`config.mk`:
```
export PLATFORM = sky130hd
export DESIGN_NAME = opc6_io_timer
export DESIGN_NICKNAME = d
export VERILOG_FILES = /design/src/rtl/opc6_io_pkg.sv /design/src/rtl/opc6_prescaler.sv /design/src/rtl/opc6_io_timer.sv
export SDC_FILE = /design/constraint.sdc
export NUM_CORES = 1
export LEC_CHECK = 0
export ABC_AREA = 0
export CAP_MARGIN = 20
export CELL_PAD_IN_SITES_DETAIL_PLACEMENT = 2
export CELL_PAD_IN_SITES_GLOBAL_PLACEMENT = 2
export CORE_MARGIN = 1.5
export CORE_UTILIZATION = 35
export CTS_CLUSTER_DIAMETER = 50
export DETAILED_ROUTE_END_ITERATION = 16
export PLACE_DENSITY = 0.78
export SETUP_SLACK_MARGIN = 0.4
export SYNTH_ARGS = -nofsm -noshare
export SYNTH_HDL_FRONTEND = slang
export SYNTH_SLANG_ARGS = --single-unit
```
`constraint.sdc`:
```
create_clock -name clk -period 2.9 [get_ports clk]
set_input_delay 0.58 -clock clk [delete_from_list [all_inputs] [get_ports clk]]
set_output_delay 0.58 -clock clk [all_outputs]
set_load 0.01 [all_outputs]
```
`src/rtl/opc6_io_pkg.sv`:
```
// Shared constants for the opc6 I/O timer: register map, CTRL bit positions,
// read-FSM states and the register read multiplexer.
package opc6_io_pkg;

    localparam logic [2:0] TMR_CTRL     = 3'd0;
    localparam logic [2:0] TMR_RELOAD   = 3'd1;
    localparam logic [2:0] TMR_COUNT    = 3'd2;
    localparam logic [2:0] TMR_STATUS   = 3'd3;
    localparam logic [2:0] TMR_PRESCALE = 3'd4;

    localparam int unsigned CTRL_EN   = 0;
    localparam int unsigned CTRL_AUTO = 1;
    localparam int unsigned CTRL_IEN  = 2;
    localparam int unsigned CTRL_ISEL = 3;

    typedef enum logic [1:0] {
        ST_IDLE,
        ST_WAIT,
        ST_DONE
    } rd_state_t;

    // Unmapped offsets and unused high bits read as zero.
    function automatic logic [15:0] tmr_read(
        input logic [2:0]  off,
        input logic [3:0]  ctrl,
        input logic [15:0] reload,
        input logic [15:0] count,
        input logic        expf,
        input logic [7:0]  prescale
    );
        logic [15:0] r;
        r = '0;
        case (off)
            TMR_CTRL:     r = {12'd0, ctrl};
            TMR_RELOAD:   r = reload;
            TMR_COUNT:    r = count;
            TMR_STATUS:   r = {15'd0, expf};
            TMR_PRESCALE: r = {8'd0, prescale};
            default:      r = '0;
        endcase
        return r;
    endfunction

endpackage

```
`src/rtl/opc6_prescaler.sv`:
```
// Programmable divider: pcnt runs 0..div on each enabled cycle, tick on div.
module opc6_prescaler (
    input  logic       clk,
    input  logic       reset_b,
    input  logic       sys_en,
    input  logic       en,
    input  logic [7:0] div,
    output logic       tick
);

    logic [7:0] pcnt;
    logic       at_top;

    assign at_top = (pcnt == div);
    assign tick   = sys_en & en & at_top;

    always_ff @(posedge clk or negedge reset_b) begin
        if (!reset_b) begin
            pcnt <= '0;
        end else if (sys_en) begin
            if (!en || at_top) begin
                pcnt <= '0;
            end else begin
                pcnt <= pcnt + 8'd1;
            end
        end
    end

endmodule

```
`src/rtl/opc6_io_timer.sv`:
```
// opc6 I/O-space responder: address decode, timer register file, read
// wait-state FSM driving ready, and the active-low interrupt output.
module opc6_io_timer
    import opc6_io_pkg::*;
#(
    parameter logic [15:0] BASE_ADDR   = 16'hFE00,
    parameter int unsigned WAIT_STATES = 1
) (
    input  logic        clk,
    input  logic        reset_b,
    input  logic        sys_en,
    input  logic [15:0] address,
    input  logic [15:0] wdata,
    input  logic        rnw,
    input  logic        vio,
    output logic [15:0] rdata,
    output logic        ready,
    output logic [1:0]  int_b
);

    localparam logic [3:0] WS_INIT = 4'(WAIT_STATES - 1);

    rd_state_t   state, state_n;
    logic [3:0]  wcnt;
    logic [15:0] rdata_q;
    logic        ready_c;

    logic [3:0]  ctrl;
    logic [15:0] reload;
    logic [15:0] count;
    logic        expf;
    logic [7:0]  prescale;

    logic        hit, rd_hit, wr;
    logic [2:0]  off;
    logic        wr_ctrl, wr_reload, wr_count, wr_status, wr_prescale;
    logic        tick, en_next, dec_ok, exp_set, irq;

    assign hit    = vio && (address[15:3] == BASE_ADDR[15:3]);
    assign off    = address[2:0];
    assign rd_hit = hit && rnw;
    assign wr     = hit && !rnw && sys_en && (state == ST_IDLE);

    assign wr_ctrl     = wr && (off == TMR_CTRL);
    assign wr_reload   = wr && (off == TMR_RELOAD);
    assign wr_count    = wr && (off == TMR_COUNT);
    assign wr_status   = wr && (off == TMR_STATUS);
    assign wr_prescale = wr && (off == TMR_PRESCALE);

    opc6_prescaler u_prescaler (
        .clk     (clk),
        .reset_b (reset_b),
        .sys_en  (sys_en),
        .en      (ctrl[CTRL_EN]),
        .div     (prescale),
        .tick    (tick)
    );

    // A CTRL write clearing EN on a tick cycle must suppress that decrement.
    assign en_next = wr_ctrl ? wdata[CTRL_EN] : ctrl[CTRL_EN];
    assign dec_ok  = tick && en_next && !wr_count;
    assign exp_set = dec_ok && (count == 16'd1);

    always_ff @(posedge clk or negedge reset_b) begin
        if (!reset_b) begin
            ctrl     <= '0;
            reload   <= '0;
            count    <= '0;
            expf     <= 1'b0;
            prescale <= '0;
        end else if (sys_en) begin
            if (wr_ctrl)     ctrl     <= wdata[3:0];
            if (wr_reload)   reload   <= wdata;
            if (wr_prescale) prescale <= wdata[7:0];

            if (wr_count) begin
                count <= wdata;
            end else if (dec_ok) begin
                if (count > 16'd1) begin
                    count <= count - 16'd1;
                end else if (count == 16'd1) begin
                    count <= ctrl[CTRL_AUTO] ? reload : '0;
                end
            end

            expf <= exp_set || (expf && !(wr_status && wdata[0]));
        end
    end

    always_ff @(posedge clk or negedge reset_b) begin
        if (!reset_b) begin
            state   <= ST_IDLE;
            wcnt    <= '0;
            rdata_q <= '0;
        end else if (sys_en) begin
            state <= state_n;
            if (state == ST_IDLE && rd_hit) begin
                rdata_q <= tmr_read(off, ctrl, reload, count, expf, prescale);
                wcnt    <= WS_INIT;
            end else if (state == ST_WAIT) begin
                wcnt <= wcnt - 4'd1;
            end
        end
    end

    always_comb begin
        state_n = state;
        ready_c = 1'b1;
        case (state)
            ST_IDLE: begin
                if (rd_hit) begin
                    ready_c = 1'b0;
                    state_n = (WAIT_STATES <= 1) ? ST_DONE : ST_WAIT;
                end
            end
            ST_WAIT: begin
                ready_c = 1'b0;
                if (wcnt == 4'd1) state_n = ST_DONE;
            end
            ST_DONE: state_n = ST_IDLE;
            default: state_n = ST_IDLE;
        endcase
    end

    // The CPU bus may still show the read while reset is held; never stall then.
    assign ready = ready_c || !reset_b;
    assign rdata = (state == ST_DONE) ? rdata_q : '0;

    assign irq = expf && ctrl[CTRL_IEN];

    always_comb begin
        int_b    = 2'b11;
        int_b[0] = !(irq && !ctrl[CTRL_ISEL]);
        int_b[1] = !(irq && ctrl[CTRL_ISEL]);
    end

endmodule

```
==> impl_results.md <==
- Critical setup path kind: in -> reg
- Proportion of layout cells with a drive suffix above 1: approximately a quarter
- Remaining design rule violation count: 0
- Outcome: finished, final reports clean
- Routability Congestion: around 0.91
- Initial core utilization: ~36%
- Placed instance count: 654
- Overall Global Routing Usage: between 20% and 30%
- Share of flip-flops with an asynchronous set or reset after synthesis: 100.0%
- Diodes inserted: 0
- Layout area overhead: 34.12%
- Setup TNS after final layout: 0 ns
- Post-Syn Nets: ~480
- Most used DFF post-synth: sky130_fd_sc_hd__dfrtp_1
- Pwr Total: 2.420 mW
- Clock Tree Buf Depth: 2
- Crit path launch type: primary input
- Hold crit path type: in -> async
- Combinational group share of total power: slightly below 6%
- Cell count of the worst reg-to-reg path: 6
- Number of I/O pins: between 50 and 60
- Initial DRC Count: between 150 and 200
- Number of synthesized flops with an enable pin: 0
- Post-route minimum period: 2.573 ns
- H-Tree Level Count: 3
- Switching portion of total power: about a fifth
- Layout Nets: 572
- Flop-to-flop setup slack: ~0.39 ns
- Post-synth top area share: around two fifths
- Number of warning messages in the yosys log: 0
- Total clock buffers created by CTS: 9
- Clock latency of the later-clocked register in the worst-skew pair: about 0.34 ns
- Peak ir drop on the vdd network: 0.3814 mV
- Via count of the first global-routing pass: around 4400
- Slowest-stage cell, CP: sky130_fd_sc_hd__or4_4
- Power Internal: roughly 1.9 mW
- Clock tree from TritonCTS: done
- CTS Sinks: 70
- Proportion of power drawn by the clock network: 53.8%
- Ranking of synthesized cells by instance count: 70 x sky130_fd_sc_hd__dfrtp_1, 30 x sky130_fd_sc_hd__nor2_1, 30 x sky130_fd_sc_hd__o21ai_0, 28 x sky130_fd_sc_hd__nand2_1, 23 x sky130_fd_sc_hd__and2_1
- Final Max Slew Viols: 0
- Routed via count: 4002
- Total wirelength of the detailed-routed design: around 16000 um
- Detailed-route wire length per cell: 23.05 um
- Most numerous cell in the Yosys netlist: sky130_fd_sc_hd__dfrtp_1
- Worst clock skew on the final layout: around 0.0046 ns
- Post-Place Cell Area: approximately 0.0052 sq mm
- Number of distinct library cells after synthesis: 63
- Power density over the cells: between 400 and 500 mW/mm^2
- Worst path arrival time: roughly 2.8 ns
- Synth top area cells: sky130_fd_sc_hd__dfrtp_1 41%, sky130_fd_sc_hd__mux2_2 4.5%, sky130_fd_sc_hd__mux2_4 3.9%
- Overall die area: 0.01274 sq mm
- Leak pwr: ~2.6 nW
- Clock Root Buffer: sky130_fd_sc_hd__clkbuf_16
- Seq cells post-synth: 70
- Largest net degree at the start of global routing: 56
- Post-DP HPWL: roughly 11000 um
- Pre-Repair DR Iteration Count: 4
- Endpoints failing setup: 0
- Relative slew slack: between 50% and 60%
- Maximum fanout along the worst path: 3
- Antenna viol nets, final: 0
- Share of the clock period used by the worst path: 88.72%
- Die height: around 110 um
- Port Buffer Count: between 50 and 60
- Post-synthesis cell count: between 400 and 500
- Mean area per synthesized cell: 9.535 sq um
- End-of-flow core utilization: between 40% and 50%
- Cells traversed along the worst timing path: buf_6 -> or4b_1 -> or4_4 -> or3_4 -> nor3_4 -> mux2_4 -> a21bo_1
- Tightest Pin Transition: between 0.7 and 0.8 ns
- Worst Setup End Kind: flip-flop
- Sequential fraction of design power: about two fifths
- Final hold violation count: 0
- Sequential element share of the synthesized area: roughly two fifths
- Largest incremental delay on the critical path: about 0.53 ns
- Power dissipated by switching net loads: between 0.5 and 0.6 mW
- Core outline area: approximately 0.012 sq mm
- Cell type with the highest aggregate area in the netlist: sky130_fd_sc_hd__dfrtp_1
- X dimension of the die: ~110 um
- Antenna violations before repair: 0
- Clk slew on worst S/H paths: roughly 0.06 ns
- Combined area of all synthesized cells: roughly 0.0042 sq mm
- Critical path data required time: about 3.1 ns
- Fill cell total of the finished layout: 1201
- Total congestion overflow: 0
- Final instance count without filler cells: 680
- Vias/cell: between 5 and 6
- Number of maximum-capacitance violations: 0
- Total number of placement rows: 39
- RSZ-0062 raised after global routing: yes
- FMAX: approximately 390 MHz
- Combined flip-flop and latch cell area: between 0.0015 and 0.002 sq mm
- Multi-input combinational cell area: between 0.002 and 0.0025 sq mm
- Wire length of the first global-routing pass: 24760 um
- Post-route standard cell area excluding fillers: 0.005665 sq mm
-- through the flow --
step / setup slack [ns] / hold slack (ns)
2_1_floorplan: 0.1476 / 0.2844
3_3_place_gp: -0.2699 / 0.4537
3_5_place_dp: -0.3187 / 0.4611
4_1_cts: 0.2992 / 0.2781
5_1_grt: 0.3066 / 0.3136
6_report: 0.3271 / 0.2860
-- worst max-delay path, delay by kind of cell --
kind | cells | cell delay [ns]
AND/OR/NAND/NOR | 4 | 1.61
multiplexers | 1 | 0.33
buffers and inverters | 1 | 0.09
AO/OA/AOI/OAI | 1 | 0.19
-- kinds of logic (layout without fill, tap and decap cells) --
logic type	count (synthesis)	in the layout	share of synthesized area [%]
AO/OA/AOI/OAI	115	115	18.31
flip-flops	70	70	41.47
multiplexers	36	36	10.34
buffers and inverters	38	132	3.673
adder cells (fa/ha/maj)	3	3	0.8887
XOR/XNOR	16	16	3.318
AND/OR/NAND/NOR	165	165	22.01
-- placed cells by master, fill, tap and decap left out, drive strengths merged, types with 4 or more instances in the layout --
| cell | instances |
|---|---|
| a31oi | 11 |
| nand2 | 28 |
| and3 | 6 |
| nor2b | 4 |
| a22oi | 19 |
| nor2 | 30 |
| nor4 | 6 |
| buf | 56 |
| dlygate4sd2 | 4 |
| nand4 | 8 |
| a21oi | 17 |
| o21ai | 31 |
| and2 | 23 |
| inv | 12 |
| mux2i | 8 |
| nand3 | 19 |
| xnor2 | 14 |
| or4 | 5 |
| mux2 | 28 |
| a21o | 11 |
| nor3 | 21 |
| clkdlybuf4s50 | 41 |
| clkbuf | 13 |
| dfrtp | 70 |
-- per-layer routing --
layer / GRT usage, % / vias up / part of all wire (%) / routed length, um
met3: 4.713 / 25 / 5.0 / 790
met2: 45.08 / 118 / 51 / 7968
li1: - / 1810 / - / -
met1: 30.95 / 2049 / 42 / 6528
met5: 0 / - / 0 / 0
met4: 10.25 / 0 / 2.5 / 384
-- flip-flops by register name, indices dropped and copies added, names as in the netlist --
signal	cells
u_prescaler.pcnt	8
prescale	8
ctrl	4
reload	16
rdata_q	16
expf	1
count	16
state	1
-- final timing paths --
kind,startpoint,to
min in group clk,rdata_q[12],rdata_q[12]
worst max-delay path,address[6],expf
worst min-delay path,reset_b,prescale[5]
worst min register to register,rdata_q[12],rdata_q[12]
worst max register to register,state[1],expf
max in group asynchronous,reset_b,count[0]
-- power groups by stage --
stage | clock network [mW] | logic, mW | registers (mW)
global placement | 0 | 0.133 | 0.995
CTS | 1.33 | 0.138 | 0.977
finish | 1.30 | 0.140 | 0.977
global route | 1.37 | 0.151 | 0.976
floorplan | 0 | 0.0335 | 0.995
detailed placement | 0 | 0.138 | 0.995
-- layout make-up --
type	count	area share, %
clock buffers	11	4.284
inverters	12	0.7951
well taps	143	3.158
repair buffers	104	16.32
clock inverters	5	1.877
flip-flops and latches	70	31.01
multi-input cells	335	42.56
-- what timing repair did --
item / 4_1_cts / 5_1_grt
hold endpoints to repair: 0 / 0
setup buffers: 6 / 4
endpoints found under the setup margin: 47 / 32
hold buffers: 0 / 0
resized for setup: 41 / 18
pin swaps: 9 / 6
(Power assumes the default switching activity.)
